### src/rtl/tt_mreg_reader_if.sv
// tt_mreg_reader_if: command, accumulator-read and row-output signals of tt_mreg_reader.
interface tt_mreg_reader_if #(
    parameter int VL        = 4,
    parameter int ML        = 4,
    parameter int NUM_MREGS = 2,
    parameter int XLEN      = 64
);
    localparam int MW = $clog2(NUM_MREGS);
    localparam int RW = $clog2(ML);

    logic                   i_cmd_valid;
    logic                   o_cmd_ready;
    logic [MW-1:0]          i_cmd_mreg;
    logic [RW-1:0]          i_cmd_row_start;
    logic [RW:0]            i_cmd_row_cnt;
    logic                   o_cmd_err;
    logic                   o_rd_en;
    logic [MW+RW-1:0]       o_rdaddr;
    logic [VL*XLEN-1:0]     i_rddata;
    logic [NUM_MREGS-1:0]   i_wr_pending;
    logic                   o_row_valid;
    logic                   i_row_ready;
    logic [VL*XLEN-1:0]     o_row_data;
    logic [RW-1:0]          o_row_idx;
    logic                   o_row_last;
    logic                   o_busy;

    modport slave (
        input  i_cmd_valid, i_cmd_mreg, i_cmd_row_start, i_cmd_row_cnt, i_rddata, i_wr_pending, i_row_ready,
        output o_cmd_ready, o_cmd_err, o_rd_en, o_rdaddr, o_row_valid, o_row_data, o_row_idx, o_row_last, o_busy
    );

    modport master (
        output i_cmd_valid, i_cmd_mreg, i_cmd_row_start, i_cmd_row_cnt, i_rddata, i_wr_pending, i_row_ready,
        input  o_cmd_ready, o_cmd_err, o_rd_en, o_rdaddr, o_row_valid, o_row_data, o_row_idx, o_row_last, o_busy
    );
endinterface

### src/rtl/tt_mreg_reader.sv
// tt_mreg_reader: drains a row range of one matrix register into a small row FIFO.
module tt_mreg_reader #(
    parameter int VL         = 4,
    parameter int ML         = 4,
    parameter int NUM_MREGS  = 2,
    parameter int XLEN       = 64,
    parameter int FIFO_DEPTH = 2
) (
    input  logic              i_clk,
    input  logic              i_reset_n,
    tt_mreg_reader_if.slave   bus
);
    localparam int MW = $clog2(NUM_MREGS);
    localparam int RW = $clog2(ML);
    localparam int DW = VL * XLEN;
    localparam int PW = $clog2(FIFO_DEPTH);
    localparam int CW = $clog2(FIFO_DEPTH + 1);
    localparam logic [RW+1:0] ML_L = (RW+2)'(ML);

    typedef enum logic [1:0] {IDLE, READ, DRAIN} state_t;

    state_t          r_state, w_next;
    logic [MW-1:0]   r_mreg;
    logic [RW-1:0]   r_row;
    logic [RW:0]     r_left;
    logic            r_cmd_err;
    logic [PW-1:0]   r_wptr, r_rptr;
    logic [CW-1:0]   r_count;
    logic [DW-1:0]   r_fifo_data [FIFO_DEPTH];
    logic [RW-1:0]   r_fifo_idx  [FIFO_DEPTH];
    logic            r_fifo_last [FIFO_DEPTH];

    logic w_accept, w_legal, w_push, w_pop, w_last_row, w_valid;

    function automatic logic [PW-1:0] f_inc(input logic [PW-1:0] p);
        return (p == PW'(FIFO_DEPTH - 1)) ? '0 : p + PW'(1);
    endfunction

    assign w_accept   = bus.i_cmd_valid && (r_state == IDLE);
    assign w_legal    = (bus.i_cmd_row_cnt != '0) &&
                        ((RW+2)'(bus.i_cmd_row_start) + (RW+2)'(bus.i_cmd_row_cnt) <= ML_L);
    assign w_valid    = (r_count != '0);
    assign w_pop      = w_valid && bus.i_row_ready;
    // A pop in the same cycle frees a slot, so a full FIFO still accepts a row.
    assign w_push     = (r_state == READ) && !bus.i_wr_pending[r_mreg] &&
                        ((r_count != CW'(FIFO_DEPTH)) || w_pop);
    assign w_last_row = (r_left == (RW+1)'(1));

    always_comb begin
        w_next = r_state;
        unique case (r_state)
            IDLE:    if (w_accept && w_legal) w_next = READ;
            READ:    if (w_push && w_last_row) w_next = DRAIN;
            DRAIN:   if (!w_valid) w_next = IDLE;
            default: w_next = IDLE;
        endcase
    end

    always_ff @(posedge i_clk) begin
        if (!i_reset_n) begin
            r_state   <= IDLE;
            r_mreg    <= '0;
            r_row     <= '0;
            r_left    <= '0;
            r_cmd_err <= 1'b0;
            r_wptr    <= '0;
            r_rptr    <= '0;
            r_count   <= '0;
        end else begin
            r_state   <= w_next;
            r_cmd_err <= w_accept && !w_legal;
            if (w_accept && w_legal) begin
                r_mreg <= bus.i_cmd_mreg;
                r_row  <= bus.i_cmd_row_start;
                r_left <= bus.i_cmd_row_cnt;
            end else if (w_push) begin
                r_row  <= r_row + RW'(1);
                r_left <= r_left - (RW+1)'(1);
            end
            if (w_push) r_wptr <= f_inc(r_wptr);
            if (w_pop) r_rptr <= f_inc(r_rptr);
            r_count <= r_count + CW'(w_push) - CW'(w_pop);
        end
    end

    always_ff @(posedge i_clk) begin
        if (w_push) begin
            r_fifo_data[r_wptr] <= bus.i_rddata;
            r_fifo_idx[r_wptr]  <= r_row;
            r_fifo_last[r_wptr] <= w_last_row;
        end
    end

    assign bus.o_cmd_ready = (r_state == IDLE);
    assign bus.o_busy      = (r_state != IDLE);
    assign bus.o_cmd_err   = r_cmd_err;
    assign bus.o_rd_en     = w_push;
    assign bus.o_rdaddr    = w_push ? {r_mreg, r_row} : '0;
    assign bus.o_row_valid = w_valid;
    assign bus.o_row_data  = w_valid ? r_fifo_data[r_rptr] : '0;
    assign bus.o_row_idx   = w_valid ? r_fifo_idx[r_rptr] : '0;
    assign bus.o_row_last  = w_valid && r_fifo_last[r_rptr];
endmodule

### src/flat_wrapper.sv
// flat-port wrapper written by rule: the top's interface ports become plain ports
module tt_mreg_reader_flat 
#(
    parameter int VL         = 4,
    parameter int ML         = 4,
    parameter int NUM_MREGS  = 2,
    parameter int XLEN       = 64,
    parameter int FIFO_DEPTH = 2
)
  (i_clk, i_reset_n, bus_i_cmd_valid, bus_i_cmd_mreg, bus_i_cmd_row_start, bus_i_cmd_row_cnt, bus_i_rddata, bus_i_wr_pending, bus_i_row_ready, bus_o_cmd_ready, bus_o_cmd_err, bus_o_rd_en, bus_o_rdaddr, bus_o_row_valid, bus_o_row_data, bus_o_row_idx, bus_o_row_last, bus_o_busy);
  tt_mreg_reader_if #(.VL(VL), .ML(ML), .NUM_MREGS(NUM_MREGS), .XLEN(XLEN)) bus_i ();
  input  logic i_clk;
  input  logic i_reset_n;
  input wire logic [$bits(bus_i.i_cmd_valid)-1:0] bus_i_cmd_valid;
  input wire logic [$bits(bus_i.i_cmd_mreg)-1:0] bus_i_cmd_mreg;
  input wire logic [$bits(bus_i.i_cmd_row_start)-1:0] bus_i_cmd_row_start;
  input wire logic [$bits(bus_i.i_cmd_row_cnt)-1:0] bus_i_cmd_row_cnt;
  input wire logic [$bits(bus_i.i_rddata)-1:0] bus_i_rddata;
  input wire logic [$bits(bus_i.i_wr_pending)-1:0] bus_i_wr_pending;
  input wire logic [$bits(bus_i.i_row_ready)-1:0] bus_i_row_ready;
  output wire logic [$bits(bus_i.o_cmd_ready)-1:0] bus_o_cmd_ready;
  output wire logic [$bits(bus_i.o_cmd_err)-1:0] bus_o_cmd_err;
  output wire logic [$bits(bus_i.o_rd_en)-1:0] bus_o_rd_en;
  output wire logic [$bits(bus_i.o_rdaddr)-1:0] bus_o_rdaddr;
  output wire logic [$bits(bus_i.o_row_valid)-1:0] bus_o_row_valid;
  output wire logic [$bits(bus_i.o_row_data)-1:0] bus_o_row_data;
  output wire logic [$bits(bus_i.o_row_idx)-1:0] bus_o_row_idx;
  output wire logic [$bits(bus_i.o_row_last)-1:0] bus_o_row_last;
  output wire logic [$bits(bus_i.o_busy)-1:0] bus_o_busy;
  assign bus_i.i_cmd_valid = bus_i_cmd_valid;
  assign bus_i.i_cmd_mreg = bus_i_cmd_mreg;
  assign bus_i.i_cmd_row_start = bus_i_cmd_row_start;
  assign bus_i.i_cmd_row_cnt = bus_i_cmd_row_cnt;
  assign bus_i.i_rddata = bus_i_rddata;
  assign bus_i.i_wr_pending = bus_i_wr_pending;
  assign bus_i.i_row_ready = bus_i_row_ready;
  assign bus_o_cmd_ready = bus_i.o_cmd_ready;
  assign bus_o_cmd_err = bus_i.o_cmd_err;
  assign bus_o_rd_en = bus_i.o_rd_en;
  assign bus_o_rdaddr = bus_i.o_rdaddr;
  assign bus_o_row_valid = bus_i.o_row_valid;
  assign bus_o_row_data = bus_i.o_row_data;
  assign bus_o_row_idx = bus_i.o_row_idx;
  assign bus_o_row_last = bus_i.o_row_last;
  assign bus_o_busy = bus_i.o_busy;
  tt_mreg_reader #(.VL(VL), .ML(ML), .NUM_MREGS(NUM_MREGS), .XLEN(XLEN), .FIFO_DEPTH(FIFO_DEPTH)) u_core (.i_clk(i_clk), .i_reset_n(i_reset_n), .bus(bus_i));
endmodule
### config.mk
export PLATFORM = sky130hd
export DESIGN_NAME = tt_mreg_reader_flat
export DESIGN_NICKNAME = d
export VERILOG_FILES = /design/src/rtl/tt_mreg_reader_if.sv /design/src/rtl/tt_mreg_reader.sv /design/src/flat_wrapper.sv
export SDC_FILE = /design/constraint.sdc
export NUM_CORES = 1
export LEC_CHECK = 0
export BUFFER_PORTS_ARGS = -buffer_cell sky130_fd_sc_hd__buf_4
export CELL_PAD_IN_SITES_DETAIL_PLACEMENT = 2
export CELL_PAD_IN_SITES_GLOBAL_PLACEMENT = 2
export CORE_UTILIZATION = 40
export DETAILED_ROUTE_END_ITERATION = 6
export GPL_TIMING_DRIVEN = 0
export HOLD_SLACK_MARGIN = 0.02
export MAX_ROUTING_LAYER = met4
export PLACE_DENSITY_LB_ADDON = 0.1
export SYNTH_ARGS = -nofsm -noshare
export SYNTH_HDL_FRONTEND = slang
export SYNTH_SLANG_ARGS = --single-unit
### constraint.sdc
create_clock -name i_clk -period 21.3 [get_ports i_clk]
set_input_delay 1.065 -clock i_clk [delete_from_list [all_inputs] [get_ports i_clk]]
set_output_delay 1.065 -clock i_clk [all_outputs]
set_load 0.01 [all_outputs]
==> metrics <==
status complete, no violations; WL per Instance approximately 25 µm; unrepaired setup endpoints after global routing no; sequential area share after synthesis 78.4%; Compound-Gate Fraction of Synth Area 0.607%; met2 Usage GRT around 46%; commonest non-fill, non-tap cell in the layout buf_4; final worst-path cycle share 19.4%; DRC 0; vias in the first global route 14.1k; die area 51400 µm²; simple-gate share of the synthesized area 5.62%; Tightest Hold Check Type flop to flop; number of max-cap violations 0; adder and majority cell fraction of the synthesized area 0.471%; H-tree depth 2; VDD IR max ~0.064 mV; post-synthesis xor/xnor area fraction 0.390%; post-synthesis mux area share 12.9%; mean post-synth cell area 17.1 µm²; largest net degree at the start of global routing 62; Tmin final 4130 ps; Vert. Die Dim 227 µm; Avg Vias per Cell 4.96; busiest layer in global routing met2; Die Wd 227 µm; most frequent cells in the layout buf_4 (535), edfxtp_1 (518), nor2_1 (265); leakage 9.96 nW; Site Rows 81; EDFF count, synth 518; final core occ 54.9%; Syn-to-layout area delta 34.0%; # setup viols final 0; drt total wl 63900 µm; HPWL after DPL approximately 46000 µm; Peak Freq 0.242 GHz; 1st-iter DRT viols slightly below 500; Max Root-Sink Buffers 3; initial core utilization about 41%; fin. max-slew vios 0; PostCTS Resize Cnt 0; overflow left after global routing 0; Max FO, Critical Path 10; Power Density 107 nW/µm²; Post-Synthesis Cell Area slightly above 20000 µm²; Worst setup SP type flop; WP data required 20240 ps; RD Place Congestion 0.782; GR Util met3 9.45%; Synth Instances ~1.2k; Rel. slew slack 34.1%; actual slew at the worst max-slew pin 984 ps; Setup Total Neg Slack 0 ps; final-stage net count between 2k and 2.5k; Detail Route Antenna Nets 0; CTS Buf Count 56; Port Buffers 534; antenna violations before repair 16; unique cell type count in the Yosys netlist 31; CORE AREA 49400 µm²; register bit count reported by yosys 532; first-pass GRT wire length 89600 µm; Worst-path clk slew ~60 ps; clk_skew between 15 and 20 ps; CTS root buf clkbuf_16; GRT met1 Usage 23.1%; Syn Nets 1458; crit path DAT 3070 ps; CP endpoint kind output pin; CTS tree yes; hold_buf cts 0; layout cells sized above 1 36.8%; Clk Latency, worst-skew pair ~600 ps; io pins 535; top_reg_cell synth edfxtp_1; Synth Warn # 0; CTS sink cnt 532; DRT Pass-1 Iters 4; final hold violation count 0; Post-CTS Setup Inserts 0; via count 12.4k; Setup CP Type flop to output pin; ys async rst share 0%; Tot GR Track Use between 20 and 30%; largest family of logic cells by synthesized area multiplexers
[sequential cells by signal, summed over array words and instances (netlist names), 2 cells and up, named ones only]
name                flops
u_core.r_state          2
u_core.r_count          2
u_core.r_fifo_data    512
u_core.r_row            2
u_core.r_fifo_last      2
u_core.r_left           3
u_core.r_fifo_idx       4
[stage by stage]
| stage | hold slack, ps | cell area, µm² | instances | total power, mW | setup WS (ps) |
|---|---|---|---|---|---|
| 4_1_cts | 522 | 27000 | 2492 | 2.93 | 17040 |
| 3_3_place_gp | 490 | 25000 | 2381 | 1.99 | 741 |
| 2_1_floorplan | 459 | 20200 | 1183 | 1.62 | 7880 |
| 3_5_place_dp | 497 | 25400 | 2395 | 2.01 | 17510 |
| 5_1_grt | 528 | 27100 | 2507 | 3.01 | 17010 |
| 6_report | 518 | 27100 | 2508 | 2.89 | 17170 |
[cell usage after synthesis, drive strengths merged, types with 2 or more instances]
library cell | number | share of area [%]
a21oi | 8 | 0.20
o31ai | 4 | 0.15
and2 | 6 | 0.19
inv | 10 | 0.19
nor2b | 2 | 0.062
nor3 | 2 | 0.050
nand3 | 2 | 0.050
xor2 | 3 | 0.13
mux2i | 260 | 13
edfxtp | 518 | 77
nand2 | 3 | 0.056
clkbuf | 7 | 0.13
nor2 | 266 | 4.9
ha | 6 | 0.37
nand4 | 4 | 0.12
xnor2 | 6 | 0.26
buf | 51 | 1.3
dfxtp | 14 | 1.4
[area by class of cell]
cell class	instances	area [µm²]
clock buffers	72	1480
fillers	4520	22300
inverters	11	41.3
multi-input cells	582	4050
clock inverters	25	183
flip-flops and latches	532	15800
well taps	664	831
repair buffers	548	4330
diodes	16	40.0
plain buffers	58	290
[kinds of logic (layout without fill, tap and decap cells)]
| group | Yosys count | count (layout) |
|---|---|---|
| other cells | 0 | 16 |
| fa+ha+maj | 7 | 7 |
| mux | 260 | 260 |
| flops | 532 | 532 |
| simple gates | 289 | 289 |
| xor+xnor | 9 | 9 |
| buf+inv | 69 | 714 |
| compound gates | 17 | 17 |
[power by group]
group          switching, mW  total (mW)  internal [mW]  leakage [nW]
logic                  0.446       0.784          0.338          4.34
clock network          0.389       0.910          0.521         0.816
registers             0.0114        1.20           1.19          4.80
total                  0.846        2.89           2.05          9.96
[worst paths after layout]
| path | start | endpoint | slack (ps) | cells after the start |
|---|---|---|---|---|
| worst max-delay path | u_core.r_count[1] | bus_o_row_data[42] | 17170 | 5 |
| worst min-delay path | u_core.r_state[1] | u_core.r_state[1] | 520 | 2 |
| worst max register to register | u_core.r_mreg | u_core.r_fifo_data[0][64] | 18280 | 8 |
| worst min register to register | u_core.r_state[1] | u_core.r_state[1] | 520 | 2 |
[layer usage]
metal	wire, µm	part of all wire (%)	vias to the layer above
met5	0	0	-
met4	2310	3.6	0
met3	5560	8.7	122
met2	35200	55	395
met1	20800	33	6290
li1	-	-	5631
[critical path, stage by stage (launching register included)]
cell	delay, ps
dfxtp_1	340
nor2_1	750
clkbuf_1	660
buf_2	390
nor2_1	140
buf_4	180
(Power assumes the default switching activity.)
